[config.mk]
export PLATFORM = sky130hd
export DESIGN_NAME = fft_pitch_tracker_flat
export DESIGN_NICKNAME = d
export VERILOG_FILES = /design/src/rtl/pitch_pkg.sv /design/src/rtl/fft_pitch_tracker_if.sv /design/src/rtl/fft_bin_peak_search.sv /design/src/rtl/fft_pitch_tracker.sv /design/src/flat_wrapper.sv
export SDC_FILE = /design/constraint.sdc
export NUM_CORES = 1
export LEC_CHECK = 0
export CORE_MARGIN = 2
export CORE_UTILIZATION = 50
export DETAILED_ROUTE_END_ITERATION = 12
export PLACE_DENSITY = 0.72
export SLEW_MARGIN = 20
export SYNTH_ARGS = -nofsm -noshare
export SYNTH_HDL_FRONTEND = slang
export SYNTH_HIERARCHICAL = 1
export SYNTH_SLANG_ARGS = --single-unit
export TNS_END_PERCENT = 20
[constraint.sdc]
create_clock -name clk -period 4.62 [get_ports clk]
set_input_delay 0.924 -clock clk [delete_from_list [all_inputs] [get_ports clk]]
set_output_delay 0.924 -clock clk [all_outputs]
set_load 0.01 [all_outputs]
[src/rtl/pitch_pkg.sv]
// Shared types for the FFT pitch tracker: tracker states, result record and the
// bin-index width helper. Result record fields are sized for the default build.
package pitch_pkg;

  function automatic int kw(input int n);
    return $clog2(n);
  endfunction

  localparam int PITCH_W        = 33;
  localparam int PITCH_NSAMPLES = 1024;
  localparam int PITCH_KW       = kw(PITCH_NSAMPLES);

  typedef enum logic [1:0] {
    SILENT,
    CANDIDATE,
    LOCKED
  } tracker_state_t;

  typedef struct packed {
    logic [PITCH_KW-1:0] k;
    logic [PITCH_W-1:0]  mag;
    logic                voiced;
  } pitch_result_t;

endpackage

[src/rtl/fft_pitch_tracker_if.sv]
// Bin-magnitude input stream plus the pitch-result valid/ready output of the tracker.
interface fft_pitch_tracker_if import pitch_pkg::*; #(
  parameter int W  = PITCH_W,
  parameter int KW = PITCH_KW
);
  logic [W-1:0]  mag;
  logic          mag_valid;
  logic [W-1:0]  threshold;
  logic [KW-1:0] pitch_k;
  logic [W-1:0]  pitch_mag;
  logic          pitch_voiced;
  logic          pitch_valid;
  logic          pitch_ready;
  logic          overrun;

  modport master (
    output mag, mag_valid, threshold, pitch_ready,
    input  pitch_k, pitch_mag, pitch_voiced, pitch_valid, overrun
  );

  modport slave (
    input  mag, mag_valid, threshold, pitch_ready,
    output pitch_k, pitch_mag, pitch_voiced, pitch_valid, overrun
  );
endinterface

[src/rtl/fft_bin_peak_search.sv]
// Bin counter, windowed argmax and frame-end snapshot with voicing decision.
// NEIGHBOUR_SUM_EN switches the search metric to a 3-bin sum around the centre.
module fft_bin_peak_search import pitch_pkg::*; #(
  parameter int W        = PITCH_W,
  parameter int NSamples = PITCH_NSAMPLES,
  parameter int K_MIN    = 1,
  parameter int K_MAX    = 511,
  parameter int KW       = kw(NSamples)
) (
  input  logic          clk,
  input  logic          reset,
  input  logic [W-1:0]  mag,
  input  logic          mag_valid,
  input  logic [W-1:0]  threshold,
  output logic          frame_done,
  output logic [KW-1:0] eval_k,
  output logic [W-1:0]  eval_mag,
  output logic          eval_voiced
);
`ifdef NEIGHBOUR_SUM_EN
  localparam int MW = W + 2;
`else
  localparam int MW = W;
`endif

  logic [KW-1:0] cnt, best_k, cand_k, nxt_k;
  logic [MW-1:0] best_metric, cand_metric, nxt_metric;
  logic [W-1:0]  best_raw, cand_raw, nxt_raw;
  logic          frame_end, in_win, take;

`ifdef NEIGHBOUR_SUM_EN
  logic [W-1:0] d1, d2;

  // Centre k = previous bin; it is scored once bin k+1 is on the input.
  always_ff @(posedge clk) begin
    if (reset) begin
      d1 <= '0;
      d2 <= '0;
    end else if (mag_valid) begin
      d1 <= mag;
      d2 <= d1;
    end
  end

  assign cand_k      = cnt - KW'(1);
  assign cand_metric = MW'(d2) + MW'(d1) + MW'(mag);
  assign cand_raw    = d1;
`else
  assign cand_k      = cnt;
  assign cand_metric = mag;
  assign cand_raw    = mag;
`endif

  assign frame_end = mag_valid && (cnt == KW'(NSamples - 1));
  assign in_win    = (cand_k >= KW'(K_MIN)) && (cand_k <= KW'(K_MAX));
  assign take      = mag_valid && in_win && (cand_metric > best_metric);

  assign nxt_k      = take ? cand_k      : best_k;
  assign nxt_metric = take ? cand_metric : best_metric;
  assign nxt_raw    = take ? cand_raw    : best_raw;

  // The frame-end beat may itself update the best, so the snapshot takes nxt_*.
  always_ff @(posedge clk) begin
    if (reset) begin
      cnt         <= '0;
      best_k      <= '0;
      best_metric <= '0;
      best_raw    <= '0;
      eval_k      <= '0;
      eval_mag    <= '0;
      eval_voiced <= 1'b0;
      frame_done  <= 1'b0;
    end else begin
      frame_done <= frame_end;
      if (mag_valid) begin
        cnt <= frame_end ? '0 : cnt + KW'(1);
        if (frame_end) begin
          eval_k      <= nxt_k;
          eval_mag    <= nxt_raw;
          eval_voiced <= (nxt_metric >= MW'(threshold)) && (nxt_metric != '0);
          best_k      <= '0;
          best_metric <= '0;
          best_raw    <= '0;
        end else begin
          best_k      <= nxt_k;
          best_metric <= nxt_metric;
          best_raw    <= nxt_raw;
        end
      end
    end
  end

endmodule

[src/rtl/fft_pitch_tracker.sv]
// Pitch tracker top: frame argmax (fft_bin_peak_search), lock/silence debounce FSM and
// valid/ready result register with sticky overrun. NEIGHBOUR_SUM_EN selects 3-bin metric.
//   state     | meaning
//   SILENT    | no candidate, nothing locked since last silence report
//   CANDIDATE | counting consecutive matching voiced frames
//   LOCKED    | reported pitch stands; matching frames keep it
module fft_pitch_tracker import pitch_pkg::*; #(
  parameter int W              = PITCH_W,
  parameter int NSamples       = PITCH_NSAMPLES,
  parameter int K_MIN          = 1,
  parameter int K_MAX          = 511,
  parameter int TOL            = 1,
  parameter int STABLE_FRAMES  = 3,
  parameter int SILENCE_FRAMES = 4
) (
  input logic               clk,
  input logic               reset,
  fft_pitch_tracker_if.slave bus
);
  localparam int KW = kw(NSamples);
  localparam int CW = $clog2(STABLE_FRAMES + 1);
  localparam int SW = $clog2(SILENCE_FRAMES + 1);

  logic          frame_done, eval_voiced;
  logic [KW-1:0] eval_k;
  logic [W-1:0]  eval_mag;

  fft_bin_peak_search #(
    .W(W), .NSamples(NSamples), .K_MIN(K_MIN), .K_MAX(K_MAX), .KW(KW)
  ) u_search (
    .clk(clk), .reset(reset), .mag(bus.mag), .mag_valid(bus.mag_valid),
    .threshold(bus.threshold), .frame_done(frame_done), .eval_k(eval_k),
    .eval_mag(eval_mag), .eval_voiced(eval_voiced)
  );

  tracker_state_t state, state_nxt;
  logic [KW-1:0]  cand_k, cand_k_nxt, lock_k, lock_k_nxt;
  logic [CW-1:0]  cand_cnt, cand_cnt_nxt;
  logic [SW-1:0]  sil_cnt, sil_cnt_nxt;
  logic           has_lock, has_lock_nxt, lock_now, drop_now;
  logic           emit, valid, overrun;
  pitch_result_t  res, emit_res;

  function automatic logic near(input logic [KW-1:0] a, input logic [KW-1:0] b);
    logic signed [KW:0] d;
    d = $signed({1'b0, a}) - $signed({1'b0, b});
    if (d < 0) d = -d;
    return d <= $signed((KW+1)'(TOL));
  endfunction

  always_ff @(posedge clk) begin
    if (reset) begin
      state    <= SILENT;
      cand_k   <= '0;
      cand_cnt <= '0;
      lock_k   <= '0;
      sil_cnt  <= '0;
      has_lock <= 1'b0;
      res      <= '0;
      valid    <= 1'b0;
      overrun  <= 1'b0;
    end else begin
      state    <= state_nxt;
      cand_k   <= cand_k_nxt;
      cand_cnt <= cand_cnt_nxt;
      lock_k   <= lock_k_nxt;
      sil_cnt  <= sil_cnt_nxt;
      has_lock <= has_lock_nxt;
      if (emit) begin
        res   <= emit_res;
        valid <= 1'b1;
        if (valid && !bus.pitch_ready) overrun <= 1'b1;
      end else if (valid && bus.pitch_ready) begin
        valid <= 1'b0;
      end
    end
  end

  always_comb begin
    state_nxt    = state;
    cand_k_nxt   = cand_k;
    cand_cnt_nxt = cand_cnt;
    lock_k_nxt   = lock_k;
    sil_cnt_nxt  = sil_cnt;
    has_lock_nxt = has_lock;
    lock_now     = 1'b0;
    drop_now     = 1'b0;
    if (frame_done) begin
      if (eval_voiced) begin
        sil_cnt_nxt = '0;
        unique case (state)
          CANDIDATE: begin
            if (near(eval_k, cand_k)) begin
              cand_cnt_nxt = cand_cnt + CW'(1);
            end else begin
              cand_k_nxt   = eval_k;
              cand_cnt_nxt = CW'(1);
            end
          end
          LOCKED: begin
            if (!near(eval_k, lock_k)) begin
              state_nxt    = CANDIDATE;
              cand_k_nxt   = eval_k;
              cand_cnt_nxt = CW'(1);
            end
          end
          default: begin
            state_nxt    = CANDIDATE;
            cand_k_nxt   = eval_k;
            cand_cnt_nxt = CW'(1);
          end
        endcase
        if (state_nxt == CANDIDATE && cand_cnt_nxt >= CW'(STABLE_FRAMES)) begin
          state_nxt    = LOCKED;
          lock_k_nxt   = eval_k;
          has_lock_nxt = 1'b1;
          lock_now     = 1'b1;
        end
      end else begin
        // Saturate so long silences cannot wrap back into a spurious drop.
        if (sil_cnt != SW'(SILENCE_FRAMES)) sil_cnt_nxt = sil_cnt + SW'(1);
        if (has_lock && sil_cnt_nxt == SW'(SILENCE_FRAMES)) begin
          drop_now     = 1'b1;
          has_lock_nxt = 1'b0;
          state_nxt    = SILENT;
        end else if (state == CANDIDATE) begin
          state_nxt = has_lock ? LOCKED : SILENT;
        end
      end
    end
  end

  always_comb begin
    emit     = lock_now | drop_now;
    emit_res = '0;
    if (lock_now) begin
      emit_res.k      = eval_k;
      emit_res.mag    = eval_mag;
      emit_res.voiced = 1'b1;
    end
  end

  assign bus.pitch_k      = res.k;
  assign bus.pitch_mag    = res.mag;
  assign bus.pitch_voiced = res.voiced;
  assign bus.pitch_valid  = valid;
  assign bus.overrun      = overrun;

endmodule
[src/flat_wrapper.sv]
// flat-port wrapper written by rule: the top's interface ports become plain ports
module fft_pitch_tracker_flat import pitch_pkg::*;
#(
  parameter int W              = PITCH_W,
  parameter int NSamples       = PITCH_NSAMPLES,
  parameter int K_MIN          = 1,
  parameter int K_MAX          = 511,
  parameter int TOL            = 1,
  parameter int STABLE_FRAMES  = 3,
  parameter int SILENCE_FRAMES = 4
)
  (clk, reset, bus_mag, bus_mag_valid, bus_threshold, bus_pitch_ready, bus_pitch_k, bus_pitch_mag, bus_pitch_voiced, bus_pitch_valid, bus_overrun);
  fft_pitch_tracker_if #(.W(W)) bus_i ();
  input logic clk;
  input logic reset;
  input wire logic [$bits(bus_i.mag)-1:0] bus_mag;
  input wire logic [$bits(bus_i.mag_valid)-1:0] bus_mag_valid;
  input wire logic [$bits(bus_i.threshold)-1:0] bus_threshold;
  input wire logic [$bits(bus_i.pitch_ready)-1:0] bus_pitch_ready;
  output wire logic [$bits(bus_i.pitch_k)-1:0] bus_pitch_k;
  output wire logic [$bits(bus_i.pitch_mag)-1:0] bus_pitch_mag;
  output wire logic [$bits(bus_i.pitch_voiced)-1:0] bus_pitch_voiced;
  output wire logic [$bits(bus_i.pitch_valid)-1:0] bus_pitch_valid;
  output wire logic [$bits(bus_i.overrun)-1:0] bus_overrun;
  assign bus_i.mag = bus_mag;
  assign bus_i.mag_valid = bus_mag_valid;
  assign bus_i.threshold = bus_threshold;
  assign bus_i.pitch_ready = bus_pitch_ready;
  assign bus_pitch_k = bus_i.pitch_k;
  assign bus_pitch_mag = bus_i.pitch_mag;
  assign bus_pitch_voiced = bus_i.pitch_voiced;
  assign bus_pitch_valid = bus_i.pitch_valid;
  assign bus_overrun = bus_i.overrun;
  fft_pitch_tracker #(.W(W), .NSamples(NSamples), .K_MIN(K_MIN), .K_MAX(K_MAX), .TOL(TOL), .STABLE_FRAMES(STABLE_FRAMES), .SILENCE_FRAMES(SILENCE_FRAMES)) u_core (.clk(clk), .reset(reset), .bus(bus_i));
endmodule
==> impl_metrics.csv <==
group,metric,value,unit
worst_setup_path,crit_fanout,10,
timing,clock.fmax,221,MHz
clock_network,htreeDepth,1,
worst_setup_path,criticalPathCategory,"reg -> reg",
routing,vias,11200,
global_routing,grtUsageMet3,0.0403,
place,portBuffers,115,
global_routing,grt_pass1_vias,10400,
synth,synth_common_cells,"205 x dfxtp_1, 163 x a21oi_1, 157 x nor2_1",
floorplanning,rows,54,
synth,async_flop_share,0,
synth,postSynthCellCount,1430,
routing,via_per_inst,5.86,
worst_setup_path,cp_slowest_stage_delay,550,ps
worst_setup_path,cp_data_arrival_time,4880,ps
global_routing,met1_usage,0.409,
synth,ys_ff_latch,205,
worst_setup_path,endpoint_kind,"flip-flop",
worst_setup_path,worst_setup_path_start_kind,"flip-flop",
finish,diodes,0,
clock_network,numCtsBuffers,23,
routing,routed_wirelength,33400,um
clock_network,clk_path_buf_depth,3,
finish,layout-drive-gt1-share,0.118,
floorplanning,coreArea,22000,um^2
synth,synthesis.area,11300,um^2
worst_setup_path,cp_cell_sequence,"inv_2, ha_4, inv_1, fa_2, a211oi_4, buf_4, o31ai_1, xor2_1, or4_1, mux2_4, a221o_1, a211oi_2, o211ai_1, a2111oi_4, buf_4, buf_4, buf_12, nand2b_1, a21oi_2",
timing,rsz0062_at_grt,"true",
timing,finalMaxSlewViolations,0,
finish,utilization,0.652,
floorplanning,die_w,154,um
flow_run,cap_violations,0,
synth,syn_area_per_cell,7.87,um^2
synth,synth_edf_count,0,
floorplanning,dieHeight,154,um
synth,synth_top_area_share,0.364,
finish,area_delta_synth_final,27.2,%
floorplanning,start_util,0.513,
place,post_dp_cell_area,13300,um^2
status,status,"finished, final reports clean",
power,p_leak,5.86,nW
clock_network,cts_sinks,205,
routing,drc,0,
routing,drt-pass1-iter-count,5,
finish,fin_nets,1780,
global_routing,grt_use_total,0.269,
finish,fillers,1898,
timing,fin_crit_sh,0.979,
global_routing,grt_max_degree,99,
power,power_density,294,nW/um^2
synth,synth.largest_area_cell,"dfxtp_1",
timing,setup_viol,0,
place,place_hpwl,23400,um
power,ir_drop,0.220,mV
worst_setup_path,ff2ff_setup_slack,100,ps
worst_setup_path,slowest_stage,"or4_1",
floorplanning,die_area,23700,um^2
global_routing,overflow,0,
timing,period_minus_slack,4520,ps
global_routing,grt_use_met2,0.401,
routing,ant_nets,0,
clock_network,cts.clk_slew.worst_paths,60,ps
clock_network,root_buffer,"clkbuf_16",
routing,drtIter0Drc,963,
timing,fin_worst_skew,13.5,ps
synth,synth_nets,1597,
power,total_power,4.21,mW
timing,setup_tns,0,ps
global_routing,grt-busiest-layer,"met1",
worst_setup_path,crit_top_cell,"buf_4",
timing,max_slew.worst_pin.slew,1040,ps
finish,fin_area,14300,um^2
timing,worst_slack,98.3,ps
worst_hold_path,hp-class,"reg -> reg",
timing,max_slew_margin,0.310,
clock_network,cts_tree,"yes",
global_routing,antenna_found_initial,0,
worst_setup_path,crit_required,4980,ps
floorplanning,ios,116,
synth,yosys_warnings,6,
place,gp_routability_congestion,1.01,
synth,synth.most_common_cell,"dfxtp_1",
global_routing,grt_pass1_wl,52700,um
synth,yosys_most_used_dff,"dfxtp_1",
synth,synthDistinctLibCells,71,
synth,synth_area_leaders,"dfxtp_1 36%, ha_1 11%, a21oi_1 7.2%",
place,dp_slack,-288,ps
clock_network,clk_latency,530,ps
finish,regArea,4110,um^2
synth,yosysSeqAreaShare,0.364,
timing,hold_viol_final,0,
finish,multi_input_area,6500,um^2
routing,routedWlPerCell,17.5,um
-- cell usage in the layout (no fill, tap or decap), drive strengths merged, types with 4 or more instances in the layout --
cell type,n
a2111oi,8
a211oi,21
a21o,12
a21oi,163
and2,5
and3,9
and4,5
buf,119
clkbuf,31
clkdlybuf4s50,114
dfxtp,205
ha,95
inv,112
mux2i,19
nand2,111
nand2b,8
nand3,46
nand4,64
nor2,157
nor2b,5
nor3,53
nor4,13
o211a,4
o211ai,10
o21a,13
o21ai,122
o31ai,4
or2,4
or3,7
or4,7
xnor2,7
xor2,13
-- final timing paths --
path	startpoint	endpoint	depth (start not counted)
worst max-delay path	u_core/u_search/eval_k[0]$_SDFFE_PP0P_	u_core/lock_k[1]$_SDFFE_PP0P_	19
worst min-delay path	u_core/u_search/best_k[9]$_SDFFE_PP0P_	u_core/u_search/eval_k[9]$_SDFFE_PP0P_	2
worst min register to register	u_core/u_search/best_k[9]$_SDFFE_PP0P_	u_core/u_search/eval_k[9]$_SDFFE_PP0P_	2
worst max register to register	u_core/u_search/eval_k[0]$_SDFFE_PP0P_	u_core/lock_k[1]$_SDFFE_PP0P_	19
-- power by group --
| group | switching (mW) | internal, mW |
|---|---|---|
| logic | 0.252 | 0.217 |
| registers | 0.0287 | 1.80 |
| clock network | 0.767 | 1.14 |
| total | 1.05 | 3.16 |
-- critical path: cells and delay by family (launching register included) --
kind	cells	cell delay [ps]
buf+inv	6	790
mux	1	280
simple gates	2	680
flops	1	320
compound gates	7	1560
xor+xnor	1	170
fa+ha+maj	2	550
-- registers in the layout, indices dropped and copies added (netlist names) --
name / flops
u_core/bus.overrun: 1
u_core/bus.pitch_k: 10
u_core/bus.pitch_mag: 33
u_core/bus.pitch_valid: 1
u_core/bus.pitch_voiced: 1
u_core/cand_cnt: 2
u_core/cand_k: 10
u_core/has_lock: 1
u_core/lock_k: 10
u_core/sil_cnt: 3
u_core/state: 2
u_core/u_search/best_k: 10
u_core/u_search/best_metric: 33
u_core/u_search/best_raw: 33
u_core/u_search/cand_k: 10
u_core/u_search/eval_k: 10
u_core/u_search/eval_mag: 33
u_core/u_search/eval_voiced: 1
u_core/u_search/frame_done: 1
-- metrics by stage --
step                instances  hold WS [ps]
finish                   1908           465
global route             1908           483
CTS                      1897           454
detailed placement       1857           450
global placement         1857           440
floorplan                1430           432
-- cell type report --
class,instances,area share
clock inverter,11,0.0112
tap,280,0.0245
multi-input combinational,1038,0.454
inverter,110,0.0288
timing repair buffer,235,0.151
sequential,205,0.287
clock buffer,29,0.0439
-- logic make-up after synthesis --
family / synth area share
compound gates: 0.213
xor+xnor: 0.0156
fa+ha+maj: 0.109
buf+inv: 0.0666
flops: 0.364
mux: 0.0199
simple gates: 0.212
-- routing by layer --
| layer | wire length (um) | share of wire |
|---|---|---|
| met1 | 16400 | 0.49 |
| met3 | 2320 | 0.069 |
| met4 | 652 | 0.020 |
| met2 | 14100 | 0.42 |
| met5 | 0 | 0 |
-- repair_timing --
action	CTS	global route
hold buffers	0	0
buffers inserted	0	7
resized for setup	0	26
setup endpoints to repair	0	33
(Power assumes the default switching activity.)
